`src/rtl/modulation_gen_multistate.sv`:
```
// N-state square-wave modulation generator with double-buffered config and per-state step trigger.
// Optional output slew limiting is enabled by defining MODGEN_SLEW_EN.
`timescale 1ns/1ps
module modulation_gen_multistate #(
    parameter int OUTPUT_BIT = 14,
    parameter int NSTATE     = 4,
    parameter int CNT_BIT    = 32,
    parameter int SLEW_STEP  = 256,
    localparam int SW        = $clog2(NSTATE)
) (
    input  logic                           i_clk,
    input  logic                           i_rst_n,
    input  logic                           i_en,
    input  logic [CNT_BIT-1:0]             i_freq_cnt,
    input  logic [NSTATE*OUTPUT_BIT-1:0]   i_amp,
    input  logic [SW:0]                    i_state_num,
    input  logic [CNT_BIT-1:0]             i_trig_delay,
    input  logic                           i_cfg_load,
    output logic signed [OUTPUT_BIT-1:0]   o_mod_out,
    output logic [SW-1:0]                  o_state,
    output logic                           o_status,
    output logic                           o_stepTrig,
    output logic                           o_period_start,
    output logic                           o_cfg_ack
);

    if (NSTATE < 2 || NSTATE > 8 || SLEW_STEP < 1) begin : g_bad_param
        $error("modulation_gen_multistate: NSTATE must be 2..8 and SLEW_STEP >= 1");
    end

    localparam logic [CNT_BIT-1:0] CNT_ONE  = CNT_BIT'(1);
    localparam logic [CNT_BIT-1:0] FREQ_RST = CNT_BIT'(125);
    localparam logic [SW:0]        NUM_MIN  = (SW+1)'(2);
    localparam logic [SW:0]        NUM_MAX  = (SW+1)'(NSTATE);
    localparam logic [SW:0]        NUM_ONE  = (SW+1)'(1);
    localparam logic [SW-1:0]      ST_ONE   = SW'(1);

    // Shadow (applied) configuration
    logic [CNT_BIT-1:0]           freq_sh;
    logic [CNT_BIT-1:0]           delay_sh;
    logic [NSTATE*OUTPUT_BIT-1:0] amp_sh;
    logic [SW:0]                  num_sh;

    logic [CNT_BIT-1:0]           elapsed;
    logic                         pending;
    logic                         running;

    logic [CNT_BIT-1:0]           in_freq;
    logic [SW:0]                  in_num;
    logic                         at_state_end;
    logic                         at_period_end;
    logic                         apply;
    logic [CNT_BIT-1:0]           eff_delay;
    logic [NSTATE*OUTPUT_BIT-1:0] eff_amp;
    logic [SW:0]                  eff_num;
    logic [SW-1:0]                nxt_state;
    logic [CNT_BIT-1:0]           nxt_elapsed;
    logic signed [OUTPUT_BIT-1:0] target;
    logic signed [OUTPUT_BIT-1:0] mod_nxt;

    // NOTE: every always_comb output gets a default first so no path can infer a latch.
    always_comb begin
        in_freq = (i_freq_cnt == '0) ? CNT_ONE : i_freq_cnt;
        in_num  = i_state_num;
        if (i_state_num < NUM_MIN) begin
            in_num = NUM_MIN;
        end else if (i_state_num > NUM_MAX) begin
            in_num = NUM_MAX;
        end

        // A stopped generator or a period boundary is a safe point to swap config.
        at_state_end  = running && (elapsed == freq_sh - CNT_ONE);
        at_period_end = at_state_end && ({1'b0, o_state} == num_sh - NUM_ONE);
        apply         = (pending || i_cfg_load) && (!i_en || !running || at_period_end);

        eff_delay = apply ? i_trig_delay : delay_sh;
        eff_amp   = apply ? i_amp        : amp_sh;
        eff_num   = apply ? in_num       : num_sh;

        nxt_state   = '0;
        nxt_elapsed = '0;
        if (i_en && running) begin
            if (at_state_end) begin
                nxt_state = at_period_end ? '0 : o_state + ST_ONE;
            end else begin
                nxt_state   = o_state;
                nxt_elapsed = elapsed + CNT_ONE;
            end
        end

        target = '0;
        if (i_en) begin
            target = eff_amp[nxt_state*OUTPUT_BIT +: OUTPUT_BIT];
        end
    end

`ifdef MODGEN_SLEW_EN
    localparam logic signed [OUTPUT_BIT:0] SLEW_POS = (OUTPUT_BIT+1)'(SLEW_STEP);
    localparam logic signed [OUTPUT_BIT:0] SLEW_NEG = -SLEW_POS;

    logic signed [OUTPUT_BIT:0] slew_diff;

    // One extra bit keeps the signed distance from overflowing across full scale.
    always_comb begin
        slew_diff = {target[OUTPUT_BIT-1], target} - {o_mod_out[OUTPUT_BIT-1], o_mod_out};
        mod_nxt   = target;
        if (slew_diff > SLEW_POS) begin
            mod_nxt = o_mod_out + SLEW_POS[OUTPUT_BIT-1:0];
        end else if (slew_diff < SLEW_NEG) begin
            mod_nxt = o_mod_out - SLEW_POS[OUTPUT_BIT-1:0];
        end
    end
`else
    assign mod_nxt = target;
`endif

    // NOTE: sequential state uses non-blocking assignments so every register samples pre-edge values.
    always_ff @(posedge i_clk or negedge i_rst_n) begin
        if (!i_rst_n) begin
            freq_sh        <= FREQ_RST;
            delay_sh       <= '0;
            amp_sh         <= '0;
            num_sh         <= NUM_MIN;
            elapsed        <= '0;
            pending        <= 1'b0;
            running        <= 1'b0;
            o_state        <= '0;
            o_mod_out      <= '0;
            o_status       <= 1'b0;
            o_stepTrig     <= 1'b0;
            o_period_start <= 1'b0;
            o_cfg_ack      <= 1'b0;
        end else begin
            running <= i_en;
            pending <= apply ? 1'b0 : (pending || i_cfg_load);
            if (apply) begin
                freq_sh  <= in_freq;
                delay_sh <= i_trig_delay;
                amp_sh   <= i_amp;
                num_sh   <= in_num;
            end
            elapsed        <= nxt_elapsed;
            o_state        <= nxt_state;
            o_mod_out      <= mod_nxt;
            o_status       <= i_en && ({1'b0, nxt_state} >= (eff_num >> 1));
            o_stepTrig     <= i_en && (nxt_elapsed == eff_delay);
            o_period_start <= i_en && (nxt_state == '0) && (nxt_elapsed == '0);
            o_cfg_ack      <= apply;
        end
    end

endmodule

```
`config.mk`:
```
export PLATFORM = sky130hd
export DESIGN_NAME = modulation_gen_multistate
export DESIGN_NICKNAME = d
export VERILOG_FILES = /design/src/rtl/modulation_gen_multistate.sv
export SDC_FILE = /design/constraint.sdc
export NUM_CORES = 1
export LEC_CHECK = 0
export CAP_MARGIN = 0
export CORE_MARGIN = 5
export CORE_UTILIZATION = 26
export DETAILED_ROUTE_END_ITERATION = 10
export SYNTH_ARGS = -nofsm -noshare
export SYNTH_HDL_FRONTEND = slang
export SYNTH_SLANG_ARGS = --single-unit
```
`constraint.sdc`:
```
create_clock -name i_clk -period 8.2 [get_ports i_clk]
set_clock_uncertainty 0.05 [all_clocks]
set_input_delay 2.05 -clock i_clk [delete_from_list [all_inputs] [get_ports i_clk]]
set_output_delay 2.05 -clock i_clk [all_outputs]
set_load 0.01 [all_outputs]
```
==> metrics.md <==
| Metric | Value |
|---|---|
| Result of the run | complete, no violations |
| Wire length of the first global-routing pass | between 40000 and 50000 um |
| Peak per-stage delay on the critical path | approximately 800 ps |
| Rows | 69 |
| P&R area growth vs syn | 27.0% |
| Type of the most critical hold path | reg -> reg |
| Cell area after synthesis | roughly 9200 um2 |
| Maximum buffer depth of the clock tree | 2 |
| DIE HEIGHT | about 200 um |
| Area after detailed placement | around 11000 um2 |
| Cells resized by post-CTS repair | 0 |
| MaxCap Viol Count | 0 |
| Yosys warning count | 0 |
| Total wire length after detailed routing | 26000 um |
| Slew HR | about a third |
| Overall track demand over capacity in global routing | a little over an eighth |
| Fin Hold WS | between 400 and 500 ps |
| TritonCTS clock tree | built |
| Drt initial violations | 340 |
| Type of element launching the critical path | register |
| Pin count of the biggest net entering global routing | 69 |
| Sequential fraction of the synthesis area | roughly half |
| Cell mode on critical path | sky130_fd_sc_hd__nand4_1 |
| Number of cells traversed by the worst register-to-register path | 12 |
| Async SR Flop Fraction | between 90% and 100% |
| PD cells | 192 nW/um2 |
| Most frequently used flop master after synthesis | sky130_fd_sc_hd__dfrtp_1 |
| Synthesized area divided by synthesized cell count | approximately 11 um2 |
| CP Depth | 12 |
| Via count | just under 7k |
| Worst-Margin Slew | between 900 and 1000 ps |
| Area of all placed cells without fillers | 11700 um2 |
| Routed via count divided by cell count | ~4.8 |
| # H-tree levels | 4 |
| Number of nets in the synthesized netlist | about 960 |
| Effective utilization at floorplan | 26.1% |
| Worst EP arrival | ~6000 ps |
| Half-perimeter wire length after placement | just under 20000 um |
| Final critical-path share of the clock period | between 60% and 70% |
| Clock root cell | sky130_fd_sc_hd__clkbuf_16 |
| Setup TNS | 0 ps |
| Final WS setup | between 2000 and 3000 ps |
| Setup CP Type | reg -> reg |
| Count of flip-flops with a built-in enable after synthesis | 0 |
| Final hold vios | 0 |
| Worst Path Buf+Inv | 0 |
| Cell family with most CP delay | simple AND/OR/NAND/NOR gates |
| Setup violation total in the final timing report | 0 |
| Setup repair bufs after CTS | 0 |
| DRC errors left | 0 |
| Chip Width | around 200 um |
| GPL Wtd Cong | between 0.8 and 0.9 |
| Inserted Clock Buffers | 17 |
| Total number of clock tree sinks | 177 |
| Number of distinct standard cells referenced by the synthesized netlist | 65 |
| Source-to-sink clock delay at the later pin of the worst-skew pair | between 400 and 500 ps |
| NumNets Final | 1089 |
| Min cycle time layout | 5630 ps |
| Slowest cell on crit path | sky130_fd_sc_hd__or4b_2 |
| Initial antenna violation count | 11 |
| F_max | ~180 MHz |
| Hold buffer count at cts | 0 |
| Clock edge transition at the registers on the reported setup and hold paths | around 70 ps |
| Pre-CTS worst setup slack | between 2000 and 2500 ps |
| Cell count after synthesis | 826 |
| Maximum net fanout on the critical path | 36 |
| Commonest cells after routing, fill and taps aside | sky130_fd_sc_hd__dfrtp_1 (170), sky130_fd_sc_hd__clkdlybuf4s50_1 (145), sky130_fd_sc_hd__mux2_2 (106), sky130_fd_sc_hd__nor2_1 (86), sky130_fd_sc_hd__xor2_1 (57) |
| I/O pin count | approximately 150 |
| Core footprint | around 35000 um2 |
| Setup repair after global routing missed its margin | no |
| Power consumption | roughly 2.2 mW |
| Peak supply drop | 0.000162 V |
| Crit end category | register |
| Number of detailed-routing iterations run before antenna repair | 4 |
| Fillers | 3582 |
| WL/cell | roughly 18 um |
| Post-route ant nets | 0 |
| Flip-flop and latch count after synthesis | roughly 180 |
| Count of buffers from port buffering | 146 |
| Static leakage | 4.59 nW |
| WHS Path Cells | 1 |
| Total congestion overflow | 0 |
| Die footprint | roughly 40000 um2 |
| Share of post-route cells with drive strength above 1 | between 10% and 20% |
| Sequence of cells on the critical path | nor3_2, nand4_1, or4b_2, a22oi_1, o2111ai_1, or4_1, nand2_2, nor2_1, xor2_1, nor4_1, nand4_1, a2111oi_2 |
| Leading cell type in the layout, fill and taps excluded | sky130_fd_sc_hd__dfrtp_1 |
| Number of global-route vias before repair | approximately 7.1k |
| Data required time at the worst endpoint | between 8000 and 9000 ps |
| Pins over their slew limit | 0 |
==> registers in the layout, indices dropped and copies added (netlist names) <==
name,count
delay_sh,32
o_status,1
o_mod_out,14
pending,1
freq_sh,32
o_cfg_ack,1
o_state,2
running,1
o_stepTrig,1
elapsed,32
o_period_start,1
amp_sh,56
num_sh,3
==> worst reg2reg max path, cell delays in order, from the launching register on <==
cell                        delay (ps)
sky130_fd_sc_hd__dfstp_2           420
sky130_fd_sc_hd__nor3_2            560
sky130_fd_sc_hd__nand4_1           530
sky130_fd_sc_hd__or4b_2            800
sky130_fd_sc_hd__a22oi_1           210
sky130_fd_sc_hd__o2111ai_1         280
sky130_fd_sc_hd__or4_1             630
sky130_fd_sc_hd__nand2_2           600
sky130_fd_sc_hd__nor2_1            230
sky130_fd_sc_hd__xor2_1            210
sky130_fd_sc_hd__nor4_1            430
sky130_fd_sc_hd__nand4_1           210
sky130_fd_sc_hd__a2111oi_2         370
==> cells in the mapped netlist, types with 10 or more instances <==
master	number	area, um2
sky130_fd_sc_hd__nor3_1	28	140
sky130_fd_sc_hd__and3_1	11	68.8
sky130_fd_sc_hd__nor4_1	25	156
sky130_fd_sc_hd__clkbuf_1	21	78.8
sky130_fd_sc_hd__nand3_1	27	135
sky130_fd_sc_hd__dfrtp_1	170	4250
sky130_fd_sc_hd__buf_2	10	50.1
sky130_fd_sc_hd__nor2_1	86	323
sky130_fd_sc_hd__a21oi_1	13	65.1
sky130_fd_sc_hd__mux2_2	106	1190
sky130_fd_sc_hd__nand2_1	25	93.8
sky130_fd_sc_hd__mux2i_1	33	330
sky130_fd_sc_hd__o21ai_0	12	60.1
sky130_fd_sc_hd__nand4_1	17	106
sky130_fd_sc_hd__xor2_1	57	499
sky130_fd_sc_hd__inv_1	17	63.8
sky130_fd_sc_hd__xnor2_1	40	350
sky130_fd_sc_hd__o21a_1	18	135
==> per-layer routing <==
metal / up-vias / global-route usage, % / share of wire [%]
met5: - / 0 / 0.42
met4: 18 / 2.17 / 0.81
met3: 33 / 5.50 / 8.3
met2: 207 / 22.3 / 48
met1: 3371 / 16.4 / 43
li1: 3217 / - / -
==> report_power, final <==
group	internal [mW]	total (mW)	leakage, nW	switching, mW
Combinational	0.214	0.388	2.14	0.174
Clock	0.455	0.824	0.285	0.369
Sequential	0.969	1.03	2.16	0.0623
==> through the flow <==
stage	utilization, %	cells
floorplan	-	826
global placement	31.5	1399
detailed placement	31.5	1399
CTS	33.1	1431
global route	33.1	1431
finish	33.1	1433
==> worst paths after layout <==
path,startpoint,end,slack (ps)
min,amp_sh[41],amp_sh[41],450
max reg2reg,freq_sh[4],o_stepTrig,2570
min reg2reg,amp_sh[41],amp_sh[41],450
min in group asynchronous,i_rst_n,amp_sh[10],1510
max,freq_sh[4],o_stepTrig,2570
max in group asynchronous,i_rst_n,elapsed[5],5250
==> cell type report <==
| class | instances | area (um2) | area share (%) |
|---|---|---|---|
| Antenna cell | 2 | 5.00 | 0.0428 |
| Clock buffer | 19 | 433 | 3.70 |
| Clock inverter | 13 | 150 | 1.28 |
| Inverter | 17 | 63.8 | 0.545 |
| Multi-Input combinational cell | 591 | 4520 | 38.6 |
| Sequential cell | 177 | 4440 | 37.9 |
| Tap cell | 461 | 577 | 4.93 |
| Timing Repair Buffer | 153 | 1520 | 12.9 |
==> cell families after synthesis <==
kind of cell / Yosys count / synth area share (%)
simple gates: 266 / 15.3
flops: 177 / 48.2
mux: 147 / 17.8
xor+xnor: 97 / 9.22
compound gates: 76 / 5.88
buf+inv: 58 / 2.88
fa+ha+maj: 5 / 0.679
(Power assumes the default switching activity.)
